**config.mk**
```make
export PLATFORM = sky130hd
export DESIGN_NAME = hack_cpu_core
export DESIGN_NICKNAME = d
export VERILOG_FILES = /design/src/rtl/hack_cpu_core.sv
export SDC_FILE = /design/constraint.sdc
export NUM_CORES = 1
export LEC_CHECK = 0
export ABC_CLOCK_PERIOD_IN_PS = 3100
export CAP_MARGIN = 20
export CORE_MARGIN = 2
export CORE_UTILIZATION = 42
export DETAILED_ROUTE_END_ITERATION = 8
export PLACE_DENSITY = 0.82
export SKIP_LAST_GASP = 1
export SLEW_MARGIN = 25
export SYNTH_ARGS = -nofsm -noshare
export SYNTH_HDL_FRONTEND = slang
export SYNTH_SLANG_ARGS = --single-unit
```
**constraint.sdc**
```tcl
create_clock -name clk -period 3.1 [get_ports clk]
set_input_delay 0.62 -clock clk [delete_from_list [all_inputs] [get_ports clk]]
set_output_delay 0.62 -clock clk [all_outputs]
set_load 0.05 [all_outputs]
```
**src/rtl/hack_cpu_core.sv**
```systemverilog
// hack_cpu_core
// Control and register stage of the Hack CPU. Decodes each 16-bit Hack
// instruction into ALU controls and operands, consumes the external ALU's
// result and flags, and updates the A, D, PC and retired-count registers.
//
// Ports:
//   clk, reset        rising-edge clock, asynchronous active-high reset
//   instruction       instruction word fetched at pc
//   instr_valid       1 = execute this cycle, 0 = stall (all registers hold)
//   inM               data memory read value at addressM
//   outM / writeM     data memory write value / write enable
//   addressM          data memory address (A[14:0])
//   pc                address of the current instruction
//   retired           executed-instruction count, wraps mod 2^16
//   alu_x / alu_y     ALU operands (D, and A or inM)
//   alu_zx..alu_no    ALU control bits
//   alu_out/zr/ng     ALU result and flags
module hack_cpu_core (
  input  logic        clk,
  input  logic        reset,
  input  logic [15:0] instruction,
  input  logic        instr_valid,
  input  logic [15:0] inM,
  output logic [15:0] outM,
  output logic        writeM,
  output logic [14:0] addressM,
  output logic [14:0] pc,
  output logic [15:0] retired,
  output logic [15:0] alu_x,
  output logic [15:0] alu_y,
  output logic        alu_zx,
  output logic        alu_nx,
  output logic        alu_zy,
  output logic        alu_ny,
  output logic        alu_f,
  output logic        alu_no,
  input  logic [15:0] alu_out,
  input  logic        alu_zr,
  input  logic        alu_ng
);

  logic [15:0] r_a;
  logic [15:0] r_d;
  logic [14:0] r_pc;
  logic [15:0] r_retired;

  logic w_is_c;
  logic w_d1;
  logic w_d2;
  logic w_d3;
  logic w_jump;
  logic w_unused_bits;

  assign w_is_c = instruction[15];
  assign w_d1   = w_is_c & instruction[5];
  assign w_d2   = w_is_c & instruction[4];
  assign w_d3   = w_is_c & instruction[3];

  // Bits [14:13] of a C-instruction carry no meaning.
  assign w_unused_bits = ^instruction[14:13];

  assign w_jump = w_is_c & ((instruction[2] & alu_ng) |
                            (instruction[1] & alu_zr) |
                            (instruction[0] & ~alu_ng & ~alu_zr));

  always_comb begin
    {alu_zx, alu_nx, alu_zy, alu_ny, alu_f, alu_no} = '0;
    if (w_is_c) begin
      {alu_zx, alu_nx, alu_zy, alu_ny, alu_f, alu_no} = instruction[11:6];
    end
  end

  assign alu_x    = r_d;
  assign alu_y    = (w_is_c & instruction[12]) ? inM : r_a;
  assign outM     = alu_out;
  assign addressM = r_a[14:0];
  assign pc       = r_pc;
  assign retired  = r_retired;

  // Gated by reset so no write can slip out while the core is held in reset.
  assign writeM = ~reset & instr_valid & w_d3;

  // Jump target and memory address both use the pre-edge A, so AM=... and
  // A=...;JMP behave correctly with the non-blocking update of r_a.
  always_ff @(posedge clk or posedge reset) begin
    if (reset) begin
      r_a       <= '0;
      r_d       <= '0;
      r_pc      <= '0;
      r_retired <= '0;
    end else if (instr_valid) begin
      if (!w_is_c) begin
        r_a <= instruction;
      end else if (w_d1) begin
        r_a <= alu_out;
      end
      if (w_d2) begin
        r_d <= alu_out;
      end
      r_pc      <= w_jump ? r_a[14:0] : r_pc + 15'd1;
      r_retired <= r_retired + 16'd1;
    end
  end

endmodule

```
==> impl_results.md, run 1 <==
- Startpoint Class: input port
- R2R Path End: pc[12]
- Mapped Cells: 333
- Crit-path max FO: 3
- Hold-fix buffers at CTS: 0
- Largest net degree at the start of global routing: 64
- Asr flop ratio synth: 100%
- Row count: 32
- Final nets: 511
- Reg2reg start: pc[0]
- I/O Buffers: 153
- TritonRoute pass-1 iters: 4
- CTS Sinks: 63
- Post_cts resized: 0
- Clock tree buffer depth: 2
- Reg area: 1580 µm²
- Final core occ: 67.2%
- First-pass GRT wire length: 15500 µm
- Setup TNS: 0 ps
- HPWL Detailed: 7160 µm
- Critical Path End: outM[0]
- Area Overhead vs Synth: 53.9%
- Post-Layout Inst Area: 5220 µm²
- Required time worst endpoint: 2480 ps
- Via density: 5.19
- Die ar.: 8810 µm²
- Wirelength, routed: 9450 µm
- CP most frequent cell: clkdlybuf4s50_1
- EDFF count, synth: 0
- Vias in the first global route: 2994
- Synth area leaders: dfrtp_1, mux2_2, buf_4
- Tcrit/Tclk final: 83.4%
- Root buf cell: clkbuf_8
- Top cells by count, synth: dfrtp_1, nand2_1, mux2_2
- Buf/Inv on CP: 2
- Pwr dens: 728 nW/µm²
- Library cells used by synthesis: 30
- Top FF cell, synth: dfrtp_1
- GPL Wtd Cong: 0.850
- Antenna violations before repair: 0
- Initial DRC count: 75
- RSZ-0062 raised after global routing: no
- Clk_lat worst skew: 340 ps
- Total track usage: 23.0%
- Starting Density: 43.7%
- Final Hold Vio Count: 0
- Status: complete, no violations
- Delay of the slowest cell on the worst path: 830 ps
- Maximum vdd drop: 375 µV
- Clock skew: 8.03 ps
- Seq/Total Area, Yosys: 46.5%
- GRT overflow: 0
- Core region area: 7770 µm²
- Reg2Reg Depth: 5
- H-tree Lvls: 3
- Slew HR: 47.0%
- Min Tclk post-route: 2590 ps
- Leakage: 2.21 nW
- # diodes: 0
- Area of the multi-input gates: 1490 µm²
- Number of fill cells in the layout: 604
- CTS clk-pin slew, worst paths: 70 ps
- Dpl cells: 547
- Max cap viols: 0
- Worst reg2reg setup slack: 1370 ps
- CP endpoint kind: primary output
- Chip height: 93.9 µm
- WL/cell: 16.8 µm
- Crit Path Category: input port to primary output
- Critical Path Start: alu_out[0]
- Die Wd: 93.9 µm
- Slowest CP cell: clkdlybuf4s50_1
- ANT nets after route: 0
- TritonCTS clock tree: built
- HP Class: flop to flop
- Residual DRC count: 0
- Achievable Freq: 387 MHz
- Cells along the critical path: clkdlybuf4s50_1 -> clkdlybuf4s50_1
- Top-count cell post-synth: dfrtp_1
- Netlist Area Pre-Place: 3390 µm²
- CP arrival: 1970 ps
- Largest area contributor in the netlist: dfrtp_1
- Worst Max-Slew Pin Slew: 795 ps
- IO Count: 154
- Post CTS Setup Buffer Count: 0
- Layout cells sized above 1: 18.7%
- Seq cells post-synth: 63
- Via count: 2917
- Num CTS Buffers: 9
- CP top delay family: buffers and inverters
- Critical path depth in cells: 2
- Mapped Nets: 388
- Max-slew violation count: 0
- Yosys top cell area share: 46.5%
- Syn Area/Cell: 10.2 µm²
- Non-filler cells, final: 562
- Pwr Total: 3.80 mW
- DP Area: 5020 µm²
- Synth Warn #: 0
- Setup violators final: 0
[layer usage]
metal	up-vias	global-route usage (%)	routed length, µm
li1	1388	-	-
met1	1408	30.2	3960
met2	103	36.8	4660
met3	18	5.54	636
met4	0	8.70	191
met5	-	0	0
[cell usage in the layout, fill, tap and decap left out, drive strengths merged, types with 7 or more instances in the layout]
cell type and instances:
nand3 13, buf 31, dfrtp 63, a21oi 28, clkdlybuf4s50 130, clkbuf 12, xnor2 11, o21ai 32
nand4 7, mux2 34, mux2i 15, and4 7, nand2 40
[report_power, final]
group	internal (mW)	switching (mW)
Combinational	0.699	1.16
Sequential	1.00	0.213
Clock	0.410	0.313
Total	2.11	1.69
[final cells by class]
type | count | area share (%)
flip-flops and latches | 63 | 30.2
repair buffers | 161 | 34.7
clock inverters | 3 | 0.815
well taps | 102 | 2.44
inverters | 4 | 0.359
clock buffers | 12 | 2.97
multi-input cells | 217 | 28.6
[worst min path at each step]
stage           startpoint     endpoint  cells past startpoint
6_report       retired[15]  retired[15]                      1
5_1_grt        retired[15]  retired[15]                      1
4_1_cts        retired[15]  retired[15]                      1
3_5_place_dp   retired[15]  retired[15]                      1
3_3_place_gp   retired[15]  retired[15]                      1
2_1_floorplan       r_a[5]       r_a[5]                      2
[registers in the layout, indices dropped and copies added (netlist names)]
name,count
alu_x,16
pc,15
r_a,16
retired,16
[cell families after synthesis]
kind of cell | Yosys count | share of synthesized area [%]
XOR/XNOR | 15 | 3.87
AND/OR/NAND/NOR | 83 | 12.8
AO/OA/AOI/OAI | 68 | 10.6
adder cells (fa/ha/maj) | 2 | 0.738
multiplexers | 49 | 15.7
buffers and inverters | 53 | 9.78
flip-flops | 63 | 46.5
[metrics by stage]
step | setup WS [ps] | hold slack [ps]
CTS | 500 | 479
detailed placement | 500 | 465
finish | 514 | 477
floorplan | 281 | 480
global placement | 510 | 458
global route | 456 | 505
(Power assumes the default switching activity.)
==> run 2, diff against run 1 <==
ABC_CLOCK_PERIOD_IN_PS = 2200   (was 3100)
CORE_UTILIZATION = 38   (was 42)
PLACE_DENSITY = 0.78   (was 0.82)
clock period = 2.2 ns   (was 3.1 ns; I/O delays follow)
==> impl_results.md, run 2 (synthesis results as in run 1) <==
- Status: complete, no violations
- Die ar.: 9700 µm² (+10%)
- Residual DRC count: 0 (unchanged)
- HPWL Detailed: 7970 µm (+11%)
- Clock skew: 6.35 ps (-1.67 ps)
- Sequential power share: 31.4% (-0.6 points)
- ANT nets after route: 0 (unchanged)
- P_int: 3.03 mW (+44%)
- Commonest cells after routing, fill and taps aside: clkdlybuf4s50_1, dfrtp_1, buf_12, nand2_1, mux2_2
- Clock tree buffer depth: 2 (unchanged)
- Startpoint Class: input port
- Commonest non-fill, non-tap cell in the layout: clkdlybuf4s50_1
- # diodes: 0 (unchanged)
- TritonRoute pass-1 iters: 4 (unchanged)
- I/O Buffers: 153 (unchanged)
- Largest net degree at the start of global routing: 64 (unchanged)
- Layout cells sized above 1: 23.8% (+5.1 points)
- Tcrit/Tclk final: 97.2%
- Crit Path Category: input port to primary output
- Setup violators final: 0 (unchanged)
- Core region area: 8680 µm² (+12%)
- GPL Wtd Cong: 0.831 (-2.2%)
- Total track usage: 21.5% (-1.5 points)
- DP Area: 5280 µm² (+5.2%)
- Num CTS Buffers: 9 (unchanged)
- Maximum vdd drop: 399 µV (+6.3%)
- TritonCTS clock tree: built
- CP endpoint kind: primary output
- Max cap viols: 0 (unchanged)
- CP arrival: 1700 ps (-270 ps)
- Max-slew violation count: 0 (unchanged)
- WL/cell: 17.6 µm (+5.0%)
- Die Wd: 98.5 µm (+4.9%)
- Root buf cell: clkbuf_8
- Reg2Reg Depth: 6 (+1)
- CTS clk-pin slew, worst paths: 70 ps (about the same)
- Leakage: 2.35 nW (+6.3%)
- Pwr dens: 992 nW/µm² (+36%)
- Initial DRC count: 174 (+130%)
- Hold-fix buffers at CTS: 0 (unchanged)
- Row count: 34 (+6.3%)
- Worst reg2reg setup slack: 440 ps (-930 ps)
- Achievable Freq: 468 MHz
- Pwr Total: 5.44 mW (+43%)
- Final nets: 518 (+1.4%)
- H-tree Lvls: 3 (unchanged)
- First-pass GRT wire length: 16400 µm (+5.7%)
- Wirelength, routed: 10100 µm (+7.4%)
- Min Tclk post-route: 2140 ps
- GRT overflow: 0 (unchanged)
- Via count: 2952 (+1.2%)
- Dpl cells: 560 (+2.4%)
- Clock share of power: 18.7% (-0.3 points)
- HP Class: flop to flop
- Worst Hold Path Cells: 1 (unchanged)
- Clk_lat worst skew: 330 ps (about the same)
- Worst hold slack: 471 ps (-6.20 ps)
- Switching power: 2.41 mW (+42%)
- Slew HR: 47.8% (+0.76 points)
- Sw Ratio: 44.2% (-0.22 points)
- Comb pwr share: 49.9% (+0.9 points)
- Chip height: 98.5 µm (+4.9%)
- Via density: 5.13 (-1.1%)
- Antenna violations before repair: 0 (unchanged)
- Non-filler cells, final: 575 (+2.3%)
- Vias in the first global route: 3045 (+1.7%)
- IO Count: 154 (unchanged)
- Required time worst endpoint: 1760 ps (-720 ps)
- CTS Sinks: 63 (unchanged)
- Area Overhead vs Synth: 61.7%
- Crit-path max FO: 16 (+13)
- Starting Density: 39.1% (-4.6 points)
- RSZ-0062 raised after global routing: no
- Final Hold Vio Count: 0 (unchanged)
- Post CTS Setup Buffer Count: 0 (unchanged)
- Post-Layout Inst Area: 5480 µm² (+5.0%)
- Setup TNS: 0 ps (unchanged)
- Worst Max-Slew Pin Slew: 783 ps (-11.3 ps)
-- run 2: cell count changes in the layout (fill, tap and decap cells not counted), sizes merged --
cell / previous run / this run
buf: 31 / 54
clkdlybuf4s50: 130 / 114
-- run 2: stage by stage --
stage	worst slack [ps]	util, %
after floorplan	-126	-
after global placement	48.0	60.9
after detailed placement	30.7	60.9
after CTS	30.7	63.2
after global routing	10.2	63.2
final	62.0	63.2
-- run 2: power groups by stage --
stage               clock network (mW)  registers, mW  logic, mW
floorplan                            0           2.42      0.960
global placement                     0           1.70       2.67
detailed placement                   0           1.73       2.72
CTS                               1.04           1.71       2.73
global route                      1.09           1.75       2.84
finish                            1.01           1.71       2.71
-- run 2: critical path: stages --
cell and delay, ps:
clkdlybuf4s50_1 450, nand2_2 100, buf_12 160, mux2_2 380, buf_12 160
-- run 2: routing by layer --
| layer | up-vias | GRT usage, % | wire (µm) |
|---|---|---|---|
| met5 | - | 0 | 0 |
| met4 | 0 | 6.85 | 126 |
| met3 | 11 | 5.25 | 745 |
| met2 | 133 | 35.9 | 5100 |
| met1 | 1407 | 27.7 | 4180 |
| li1 | 1401 | - | - |
-- run 2: worst paths after layout --
path | startpoint | end
worst max-delay path | instruction[15] | alu_y[2]
worst min-delay path | retired[15] | retired[15]
worst max register to register | pc[0] | pc[10]
worst min register to register | retired[15] | retired[15]
max in group asynchronous | reset | alu_x[11]
min in group asynchronous | reset | r_a[2]
-- run 2: area by class of cell --
| cell class | instances | area [µm²] |
|---|---|---|
| Sequential cell | 63 | 1580 |
| Timing Repair Buffer | 168 | 2060 |
| Inverter | 4 | 18.8 |
| Tap cell | 108 | 135 |
| Multi-Input combinational cell | 217 | 1500 |
| Clock inverter | 3 | 42.5 |
| Fill cell | 720 | 3190 |
| Clock buffer | 12 | 155 |
-- run 2: repair_timing --
item / 4_1_cts / 5_1_grt
endpoints found under the setup margin: 0 / 11
resized for setup: 0 / 1
hold endpoints to repair: 0 / 0
==> run 3, diff against run 2 <==
CORE_MARGIN = 3   (was 2)
GPL_TIMING_DRIVEN = 0   (was not set)
SLEW_MARGIN = 5   (was 25)
==> impl_results.md, run 3 (synthesis results as in run 1) <==
- Core region area: 8420 µm² (-2.9%)
- DP Area: 5070 µm² (-4.0%)
- Antenna violations before repair: 0 (unchanged)
- Die Wd: 100 µm (+2.0%)
- GRT overflow: 0 (unchanged)
- Worst hold slack: 388 ps (-82.6 ps)
- CP endpoint kind: primary output
- GPL Wtd Cong: 0.844 (+1.6%)
- Largest net degree at the start of global routing: 30 (-53%)
- ANT nets after route: 0 (unchanged)
- Pwr dens: 1020 nW/µm² (+3.2%)
- Slew HR: 38.3% (-9.5 points)
- Max cap viols: 0 (unchanged)
- Clk_lat worst skew: 340 ps (about the same)
- Root buf cell: clkbuf_8
- HP Class: input port to async pin
- Final Hold Vio Count: 0 (unchanged)
- Initial DRC count: 149 (-14%)
- Crit Path Category: flop to primary output
- Required time worst endpoint: 1760 ps (about the same)
- Clock skew: 8.54 ps (+2.19 ps)
- WL/cell: 17.3 µm (-1.6%)
- CTS Sinks: 63 (unchanged)
- Setup ws final: 31.4 ps (-30.5 ps)
- Row count: 33 (-2.9%)
- Commonest cells after routing, fill and taps aside: clkdlybuf4s50_1, dfrtp_1, nand2_1, buf_4, mux2_2
- Pre-CTS setup slack: -1310 ps (-1340 ps)
- Crit-path max FO: 4 (-12)
- Worst Max-Slew Pin Slew: 920 ps (+137 ps)
- Chip height: 100 µm (+2.0%)
- Vias in the first global route: 3268 (+7.3%)
- Number of fill cells in the layout: 737 (+2.4%)
- Clock tree buffer depth: 2 (unchanged)
- Final core occ: 62.7% (-0.51 points)
- Residual DRC count: 0 (unchanged)
- Status: complete, no violations
- Die ar.: 10100 µm² (+4.1%)
- Num CTS Buffers: 9 (unchanged)
- Layout cells sized above 1: 22.4% (-1.4 points)
- Via count: 3132 (+6.1%)
- Leakage: 2.40 nW (+2.1%)
- # diodes: 0 (unchanged)
- Final nets: 555 (+7.1%)
- First-pass GRT wire length: 16800 µm (+2.1%)
- Setup violators final: 0 (unchanged)
- IO Count: 154 (unchanged)
- Setup TNS: 0 ps (unchanged)
- TritonCTS clock tree: built
- RSZ-0062 raised after global routing: no
- Area Overhead vs Synth: 55.7%
- Max-slew violation count: 0 (unchanged)
- Achievable Freq: 461 MHz (-1.4%)
- Tcrit/Tclk final: 98.6% (+1.4 points)
- CTS clk-pin slew, worst paths: 70 ps (about the same)
- Post-Layout Inst Area: 5280 µm² (-3.7%)
- Total track usage: 21.3% (-0.26 points)
- Wirelength, routed: 10600 µm (+4.3%)
- Maximum vdd drop: 467 µV (+17%)
- TritonRoute pass-1 iters: 5 (+1)
- Min Tclk post-route: 2170 ps (+30.5 ps)
- Commonest non-fill, non-tap cell in the layout: clkdlybuf4s50_1
- I/O Buffers: 152 (-0.65%)
- Startpoint Class: flop
- H-tree Lvls: 3 (unchanged)
- Via density: 5.13 (about the same)
- HPWL Detailed: 8130 µm (+2.0%)
- CP arrival: 1730 ps (+30 ps)
- Starting Density: 40.3% (+1.2 points)
[run 3: worst max-delay path, stage by stage, from the launching register on]
cell,delay (ps)
dfrtp_1,450
buf_4,140
clkdlybuf4s50_1,790
[run 3: power breakdown]
part           internal (mW)  switching, mW  leakage, nW  total (mW)
registers               1.41          0.311        0.766        1.72
logic                  0.914           1.64         1.52        2.56
clock network          0.665          0.460        0.116        1.12
[run 3: stage by stage]
stage,instances,power (mW)
floorplan,333,3.38
global placement,590,4.26
detailed placement,591,4.33
CTS,610,5.43
global route,610,5.64
finish,610,5.40
[run 3: what timing repair did]
action,in CTS,in global routing
pin swaps,1,0
endpoints found under the hold margin,0,0
endpoints found under the setup margin,39,3
gates cloned,2,0
buffers inserted,1,0
hold buffers,0,0
resized for setup,92,5
[run 3: final timing paths]
path                       cells past startpoint           to  slack [ps]        start
setup / recovery                               2  addressM[3]          30       r_a[3]
hold / removal                                 3     alu_x[4]         390        reset
setup reg to reg                               5       pc[12]         440        pc[0]
hold reg to reg                                1  retired[15]         470  retired[15]
max in group asynchronous                      2        pc[2]        1270        reset
min in group clk                               1  retired[15]         470  retired[15]
[run 3: area by class of cell]
| type | instances | area, µm² | share of cell area [%] |
|---|---|---|---|
| plain buffers | 49 | 330 | 6.26 |
| clock buffers | 10 | 138 | 2.61 |
| clock inverters | 6 | 83.8 | 1.59 |
| inverters | 4 | 18.8 | 0.355 |
| multi-input cells | 217 | 1490 | 28.3 |
| flip-flops and latches | 63 | 1580 | 29.9 |
| well taps | 105 | 131 | 2.49 |
| repair buffers | 155 | 1500 | 28.5 |
| repair inverters | 1 | 5.00 | 0.0948 |
[run 3: per-layer routing]
| metal | global-route usage, % | part of all wire, % | vias up |
|---|---|---|---|
| met3 | 6.16 | 9.2 | 15 |
| met5 | 0 | 0 | - |
| met4 | 5.18 | 1.4 | 0 |
| met1 | 26.2 | 40 | 1480 |
| li1 | - | - | 1481 |
| met2 | 36.7 | 50 | 156 |
